### src/rtl/seq_bin2bcd_pkg.sv
// Shared definitions for the display-path binary-to-BCD converter:
// FSM state encoding, default operand/digit sizing and the per-digit adjust rule.
package seq_bin2bcd_pkg;

  localparam int unsigned DEF_WIDTH  = 20;
  localparam int unsigned DEF_DIGITS = 6;

  typedef enum logic [1:0] {
    IDLE  = 2'd0,
    SHIFT = 2'd1,
    DONE  = 2'd2
  } state_e;

  // Pre-shift correction so that doubling a digit >= 5 carries into the next digit.
  function automatic logic [3:0] add3_if_ge5(input logic [3:0] d);
    return (d >= 4'd5) ? (d + 4'd3) : d;
  endfunction

endpackage

### src/rtl/seq_bin2bcd_digit_adjust.sv
// Combinational double-dabble digit correction: add 3 when the digit is 5 or more.
module bcd_digit_adjust
  import seq_bin2bcd_pkg::*;
(
  input  logic [3:0] digit_i,
  output logic [3:0] digit_o
);

  always_comb begin
    digit_o = add3_if_ge5(digit_i);
  end

endmodule

### src/rtl/seq_bin2bcd.sv
// Multi-cycle shift-and-add-3 binary-to-BCD engine with start/done handshake,
// overflow detection and a leading-zero blank mask; results hold until the next DONE.
module seq_bin2bcd
  import seq_bin2bcd_pkg::*;
#(
  parameter int unsigned WIDTH  = DEF_WIDTH,
  parameter int unsigned DIGITS = DEF_DIGITS
) (
  input  logic                  clk,
  input  logic                  reset,
  input  logic                  start,
  input  logic [WIDTH-1:0]      operand,
  output logic                  busy,
  output logic                  done,
  output logic [4*DIGITS-1:0]   bcd,
  output logic [DIGITS-1:0]     blank,
  output logic                  overflow
);

  localparam int unsigned CW = $clog2(WIDTH + 1);
  localparam int unsigned BW = 4 * DIGITS;
  localparam logic [DIGITS-1:0] BLANK_RST = ~(DIGITS'(1));

  state_e            state_q;
  logic [WIDTH-1:0]  bin_q;
  logic [BW-1:0]     work_q;
  logic              ovf_q;
  logic [CW-1:0]     cnt_q;
  logic              busy_q;
  logic              done_q;
  logic [BW-1:0]     bcd_q;
  logic [DIGITS-1:0] blank_q;
  logic              overflow_q;

  logic [BW-1:0]     adj;
  logic [BW-1:0]     work_d;
  logic [WIDTH-1:0]  bin_d;
  logic              ovf_d;
  logic [DIGITS-1:0] blank_d;
  logic              zero_run;

  for (genvar g = 0; g < DIGITS; g++) begin : g_adj
    bcd_digit_adjust u_adj (
      .digit_i (work_q[4*g +: 4]),
      .digit_o (adj[4*g +: 4])
    );
  end

  // The bit shifted out of the top digit is a carry worth 10^DIGITS, so dropping
  // it leaves value mod 10^DIGITS and marks overflow.
  always_comb begin
    work_d = {adj[BW-2:0], bin_q[WIDTH-1]};
    bin_d  = {bin_q[WIDTH-2:0], 1'b0};
    ovf_d  = ovf_q | adj[BW-1];
  end

  // Mask is taken from the post-shift value so it can be registered on the DONE entry edge.
  always_comb begin
    blank_d  = '0;
    zero_run = 1'b1;
    for (int unsigned j = 0; j + 1 < DIGITS; j++) begin
      zero_run = zero_run & (work_d[4*(DIGITS-1-j) +: 4] == 4'd0);
      blank_d[DIGITS-1-j] = zero_run;
    end
    if (ovf_d) begin
      blank_d = '0;
    end
  end

  always_ff @(posedge clk) begin
    if (reset) begin
      state_q    <= IDLE;
      bin_q      <= '0;
      work_q     <= '0;
      ovf_q      <= 1'b0;
      cnt_q      <= '0;
      busy_q     <= 1'b0;
      done_q     <= 1'b0;
      bcd_q      <= '0;
      blank_q    <= BLANK_RST;
      overflow_q <= 1'b0;
    end else begin
      case (state_q)
        IDLE, DONE: begin
          done_q <= 1'b0;
          if (start) begin
            bin_q   <= operand;
            work_q  <= '0;
            ovf_q   <= 1'b0;
            cnt_q   <= CW'(WIDTH);
            busy_q  <= 1'b1;
            state_q <= SHIFT;
          end else begin
            state_q <= IDLE;
          end
        end
        SHIFT: begin
          work_q <= work_d;
          bin_q  <= bin_d;
          ovf_q  <= ovf_d;
          cnt_q  <= cnt_q - CW'(1);
          if (cnt_q == CW'(1)) begin
            busy_q     <= 1'b0;
            done_q     <= 1'b1;
            bcd_q      <= work_d;
            blank_q    <= blank_d;
            overflow_q <= ovf_d;
            state_q    <= DONE;
          end
        end
        default: begin
          busy_q  <= 1'b0;
          done_q  <= 1'b0;
          state_q <= IDLE;
        end
      endcase
    end
  end

  assign busy     = busy_q;
  assign done     = done_q;
  assign bcd      = bcd_q;
  assign blank    = blank_q;
  assign overflow = overflow_q;

endmodule

### config.mk
export PLATFORM = sky130hd
export DESIGN_NAME = seq_bin2bcd
export DESIGN_NICKNAME = d
export VERILOG_FILES = /design/src/rtl/seq_bin2bcd_pkg.sv /design/src/rtl/seq_bin2bcd_digit_adjust.sv /design/src/rtl/seq_bin2bcd.sv
export SDC_FILE = /design/constraint.sdc
export NUM_CORES = 1
export LEC_CHECK = 0
export BUFFER_PORTS_ARGS = -buffer_cell sky130_fd_sc_hd__buf_2
export CAP_MARGIN = 5
export CELL_PAD_IN_SITES_DETAIL_PLACEMENT = 1
export CELL_PAD_IN_SITES_GLOBAL_PLACEMENT = 1
export CORE_UTILIZATION = 31
export CTS_CLUSTER_DIAMETER = 40
export DETAILED_ROUTE_END_ITERATION = 7
export PLACE_DENSITY_LB_ADDON = 0.1
export SYNTH_ARGS = -nofsm -noshare
export SYNTH_HDL_FRONTEND = slang
export SYNTH_SLANG_ARGS = --single-unit
### constraint.sdc
create_clock -name clk -period 2.6 [get_ports clk]
set_clock_uncertainty 0.05 [all_clocks]
set_input_delay 0.13 -clock clk [delete_from_list [all_inputs] [get_ports clk]]
set_output_delay 0.13 -clock clk [all_outputs]
set_load 0.05 [all_outputs]
Yosys cells after proc, flatten, opt, wreduce, memory -nomap -nowiden --
Cells that the tools add are included.
Storage, ports and cells: memories kept 0, output and inout bits 33, logic and storage cells 67, flip-flop bits (word level) 85, bits in writable memories 0, memory bits (read-only) 0, latch bits 0, input port bits 23
Operators by class: equal/unequal tests 5, add/sub/neg operators 7, muxes and demuxes 21, reduce and logical (&&, ||, !) cells 12, shift operators 0, multipliers 0, bitwise gates (word level) 6, div/mod/pow operators 0, order comparisons 6
Operator list (number):
- 24-bit one-hot mux with 2 select lines | 1
- 20-bit one-hot mux with 2 select lines | 1
- 4-bit by 2-bit adder with 4-bit output (second input constant) | 6
- 4-bit by 3-bit >= comparator with 1-bit output (second input constant) | 6
- 24-bit two-way mux | 1
- 4-bit two-way mux | 6
- 4-bit zero test | 5
- 20-bit two-way mux | 1
- 5-bit one-hot mux with 2 select lines | 1
- 6-bit two-way mux | 1
- 2-bit AND reduction | 3
- 5-bit by 1-bit equality test with 1-bit output (second input constant) | 1
- 5-bit two-way mux | 1
- 5-bit by 1-bit subtractor with 5-bit output (second input constant) | 1
- 1-bit AND | 4
- 1-bit two-way mux | 4
- 2-bit inequality test (second input constant) | 2
- 1-bit one-hot mux with 2 select lines | 2
- 2-bit one-hot mux with 2 select lines | 1
- 2-bit OR reduction | 2
- 2-bit by 1-bit equality test with 1-bit output (second input constant) | 1
- 2-bit equality test (second input constant) | 1
- 2-bit zero test | 1
- 2-bit two-way mux | 1
- 3 further kinds | 3

Logic depth before layout (Yosys ltp) --
word-level depth 8, mapped depth 8, gate-level depth less buffers 8

Cells and area by module --
Synthesis repeated with hierarchy kept, for this count alone.
Unflattened totals: cell total of the unflattened synthesis 375, area, all modules 3545.9 um^2
By module, submodules not included:
- seq_bin2bcd | seq. area each 1681.6 um^2, cells an instance 279, times used 1, area an instance 2937.8 um^2
- bcd_digit_adjust | seq. area each 0.0 um^2, cells an instance 16, times used 6, area an instance 101.3 um^2

Worst setup path before layout --
Ideal clock, no wire load.
kind register -> register, start point register work_q[21], end point register blank_q[2] (netlist: blank[2]), data arrival time 1.840 ns, stages on the path, launching flop included 9, required time 2.428 ns, library setup time 0.122 ns, path buffers 0, period minus slack after synthesis 2.012 ns, setup slack 0.588 ns, cell sequence dfxtp_1 -> inv_1 -> ha_1 -> nand2b_2 -> a21oi_2 -> mux2i_1 -> and4bb_1 -> and4_4 -> a221o_1
Between the ends: longest elaborated chain between the ends 7, elaborated cells on any way between the ends 9, classes of those cells 1 x add/sub; 1 x order compare; 2 x mux; 4 x bitwise; 1 x reduce/logical
Ends and longest elaborated chain:
- start: declaration | line seq_bin2bcd.sv:26 | logic [BW-1:0] work_q;
- start signal: assignment | line seq_bin2bcd.sv:98 | work_q <= work_d;
- 4-bit by 2-bit adder with 4-bit output or 4-bit by 3-bit >= comparator with 1-bit output (tied branches) | line seq_bin2bcd_pkg.sv:16 | return (d >= 4'd5) ? (d + 4'd3) : d;
- 4-bit two-way mux * | line seq_bin2bcd_pkg.sv:16
- 4-bit zero test | line seq_bin2bcd.sv:62 | zero_run = zero_run & (work_d[4*(DIGITS-1-j) +: 4] == 4'd0);
- 1-bit AND (3 in a row) | line seq_bin2bcd.sv:62
- 6-bit two-way mux * | line seq_bin2bcd.sv:65 | if (ovf_d) begin
- end signal: assignment | line seq_bin2bcd.sv:106 | blank_q <= blank_d;
- end: declaration | line seq_bin2bcd.sv:32 | logic [DIGITS-1:0] blank_q;
Mark *: on every way between the ends. The rest lies on a longest branch, timed or not. A chain may end at the register's enable or synchronous reset.

Final worst setup path --
start point register work_q[20], end point register blank_q[2] (netlist: blank[2])
Same word-level chain as after synthesis.

==> flow_summary.ini <==
[layout]
final_cell_mix = dfxtp_1 (84), nand2_1 (61), buf_2 (54)
instances_no_fill = 619
layout_commonest_cell = dfxtp_1
fill_cells = 1362
drive_gt1_share_pct = 20.2
stdcell_area_um2 = 4440
nets = 509
diodes = 0
area_growth_pct = 19.8

[floorplan]
rows = 39
num_io_pins = 56
design.core.area_um2 = 11500
die_y_um = 111
dieArea_um2 = 12400
die_w_um = 111
start_util_pct = 32.2

[status]
status = complete, but fails checks
violations = DRC

[logic_synthesis]
synth_cells = 420
synthXorXnorAreaFrac_pct = 1.89
syn_nets = 457
synth_cell_type_count = 50
synthFlopType = dfxtp_1
syn-mean-instance-area_um2 = 8.82
synth_edf_count = 0
ys_top_cells_by_area = dfxtp_1 (45%), nand2_1 (6.2%), a21oi_1 (6.1%)
yosys.area.top_type = dfxtp_1
synth_compound_area_share_pct = 22.4
yosys.area_share.simple_pct = 18.5
synth_top_family_by_area = compound AO/OA/AOI/OAI gates
ys_seq_area_share_pct = 45.4
synth.mux.area_fraction_pct = 2.50
synth_area_um2 = 3700
synth-adder-area-share_pct = 4.73
synth_warnings = 0
yosysTopAreaCellShare_pct = 45.4
ys_seq_elements = 84
ys_async_sr_fraction_pct = 0

[timing]
rsz0062_at_grt = false
setup_violations = 0
max_slew_margin_pct = 50.0
worst_slew_pin_slew_ns = 0.751
final_hold_viol_count = 0
fin_crit_sh_pct = 87.5
drv_slew = 0
fmax_ghz = 0.439
fin_crit_ns = 2.28
setup_tns_ns = 0

[worst_setup_path]
criticalPathCategory = flip-flop to flip-flop
required_ns = 2.77
reg2reg_from = work_q[20]
cp-start-kind = flip-flop
cp.arrival_ns = 2.45
path_max_fanout = 7
startpoint = work_q[20]
cp-end-kind = flip-flop

[global_route]
grt_pass1_wl_mm = 16.0
use_met2_pct = 26.6
antenna_found_initial = 0
grt.overflow.total = 0
grt_use_met3_pct = 4.10
grt_max_degree = 30
top_usage_layer = met2
grt_use_total_pct = 16.2
use_met1_pct = 20.6
grt_pass1_vias = 3174

[clocking]
cts_sinks = 84
clk_pin_slew_worst_paths_ns = 0.06
htree_levels = 3
cts_buffer_depth = 2
ctsHoldBuffers = 0
cts_resized = 0
cts_buffers = 9
cts_tree = yes
post_cts_buffers = 0
clock_latency_ns = 0.34
cts_root_buffer = clkbuf_16

[min_path]
holdCritStartpoint = operand[4]
min_path_type = input pin to flip-flop

[place]
routabilityCongestion = 0.776
port_buffers = 54
placed_area_um2 = 4130
dp_cells = 604
dpl.hpwl_mm = 6.60

[route]
ant_nets = 0
via_per_inst = 5.13
dr.pass1.iters = 6
drcViolationCount = 6
wl_per_cell_um = 15.2
dr_total_vias = 3174
drt-initial-drc-count = 133
drt_wl_total_mm = 9.41

[power]
ir_drop_v = 0.000320
total_leakage_power_nw = 1.72
p_per_area_nw_per_um2 = 658

[run]
maxCapViolCount = 0
==> logic make-up (layout without fill, tap and decap cells) <==
logic type / after synthesis / in the layout
compound gates: 128 / 128
xor+xnor: 8 / 8
fa+ha+maj: 14 / 14
buf+inv: 38 / 94
flops: 84 / 84
mux: 9 / 9
other cells: 1 / 1
simple gates: 138 / 138
==> layout make-up <==
class | instances | area, um2 | area share [%]
clock inverter | 1 | 30.0 | 0.677
sequential | 84 | 1680 | 37.9
clock buffer | 14 | 274 | 6.17
inverter | 15 | 56.3 | 1.27
tap | 143 | 179 | 4.03
multi-input combinational | 298 | 1860 | 41.9
timing repair buffer | 64 | 358 | 8.06
==> worst max-delay path, stage by stage (launching register included) <==
cell and delay [ns]:
dfxtp_1 0.38, inv_1 0.09, ha_1 0.27, nand2b_2 0.09, a21oi_2 0.20, mux2i_1 0.34
and4bb_1 0.26, and4_4 0.20, a221o_1 0.29
==> cells in the mapped netlist, types with 4 or more instances <==
cell type and number:
o21ai_0 23, a22o_1 16, nand3_1 4, dfxtp_1 84
clkbuf_1 16, nand2b_1 7, xnor2_1 7, a211oi_1 10
a22oi_1 20, ha_1 14, mux2i_1 7, nor2b_1 4
nor3b_1 7, a21oi_1 45, nor3_1 12, nand2_1 61
inv_1 15, nor2_1 27
==> metal layers <==
layer | up-vias | routed length (um)
met5 | - | 0
met4 | 0 | 112
met3 | 7 | 286
met2 | 45 | 4450
met1 | 1540 | 4560
li1 | 1582 | -
==> power by group <==
group | leakage [nW] | internal [W] | switching (W)
Sequential | 0.682 | 0.00133 | 0.0000284
Clock | 0.149 | 0.000819 | 0.000499
Combinational | 0.892 | 0.0000827 | 0.000162
Total | 1.72 | 0.00223 | 0.000689
==> metrics by stage <==
step	utilization [%]	hold WS [ns]	worst slack (ns)	power, W
floorplan	-	0.241	0.588	0.00155
global placement	35.9	0.352	0.430	0.00163
detailed placement	35.9	0.359	0.329	0.00164
CTS	38.5	0.00593	0.317	0.00297
global route	38.5	0.0218	0.177	0.00305
finish	38.5	0.0158	0.324	0.00292
==> registers in the layout (all words and copies together), names as in the netlist, 2 cells and up <==
register / cells
work_q: 24
bcd: 24
blank: 5
state_q: 2
cnt_q: 5
bin_q: 20
==> path summary, 6_finish.rpt <==
kind / slack (ns) / depth (start not counted) / endpoint
max: 0.32 / 8 / blank[2]
min reg2reg: 0.40 / 2 / bcd[9]
max reg2reg: 0.32 / 8 / blank[2]
min: 0.02 / 3 / bin_q[4]
No activity file was read; power rests on OpenSTA's default activity.
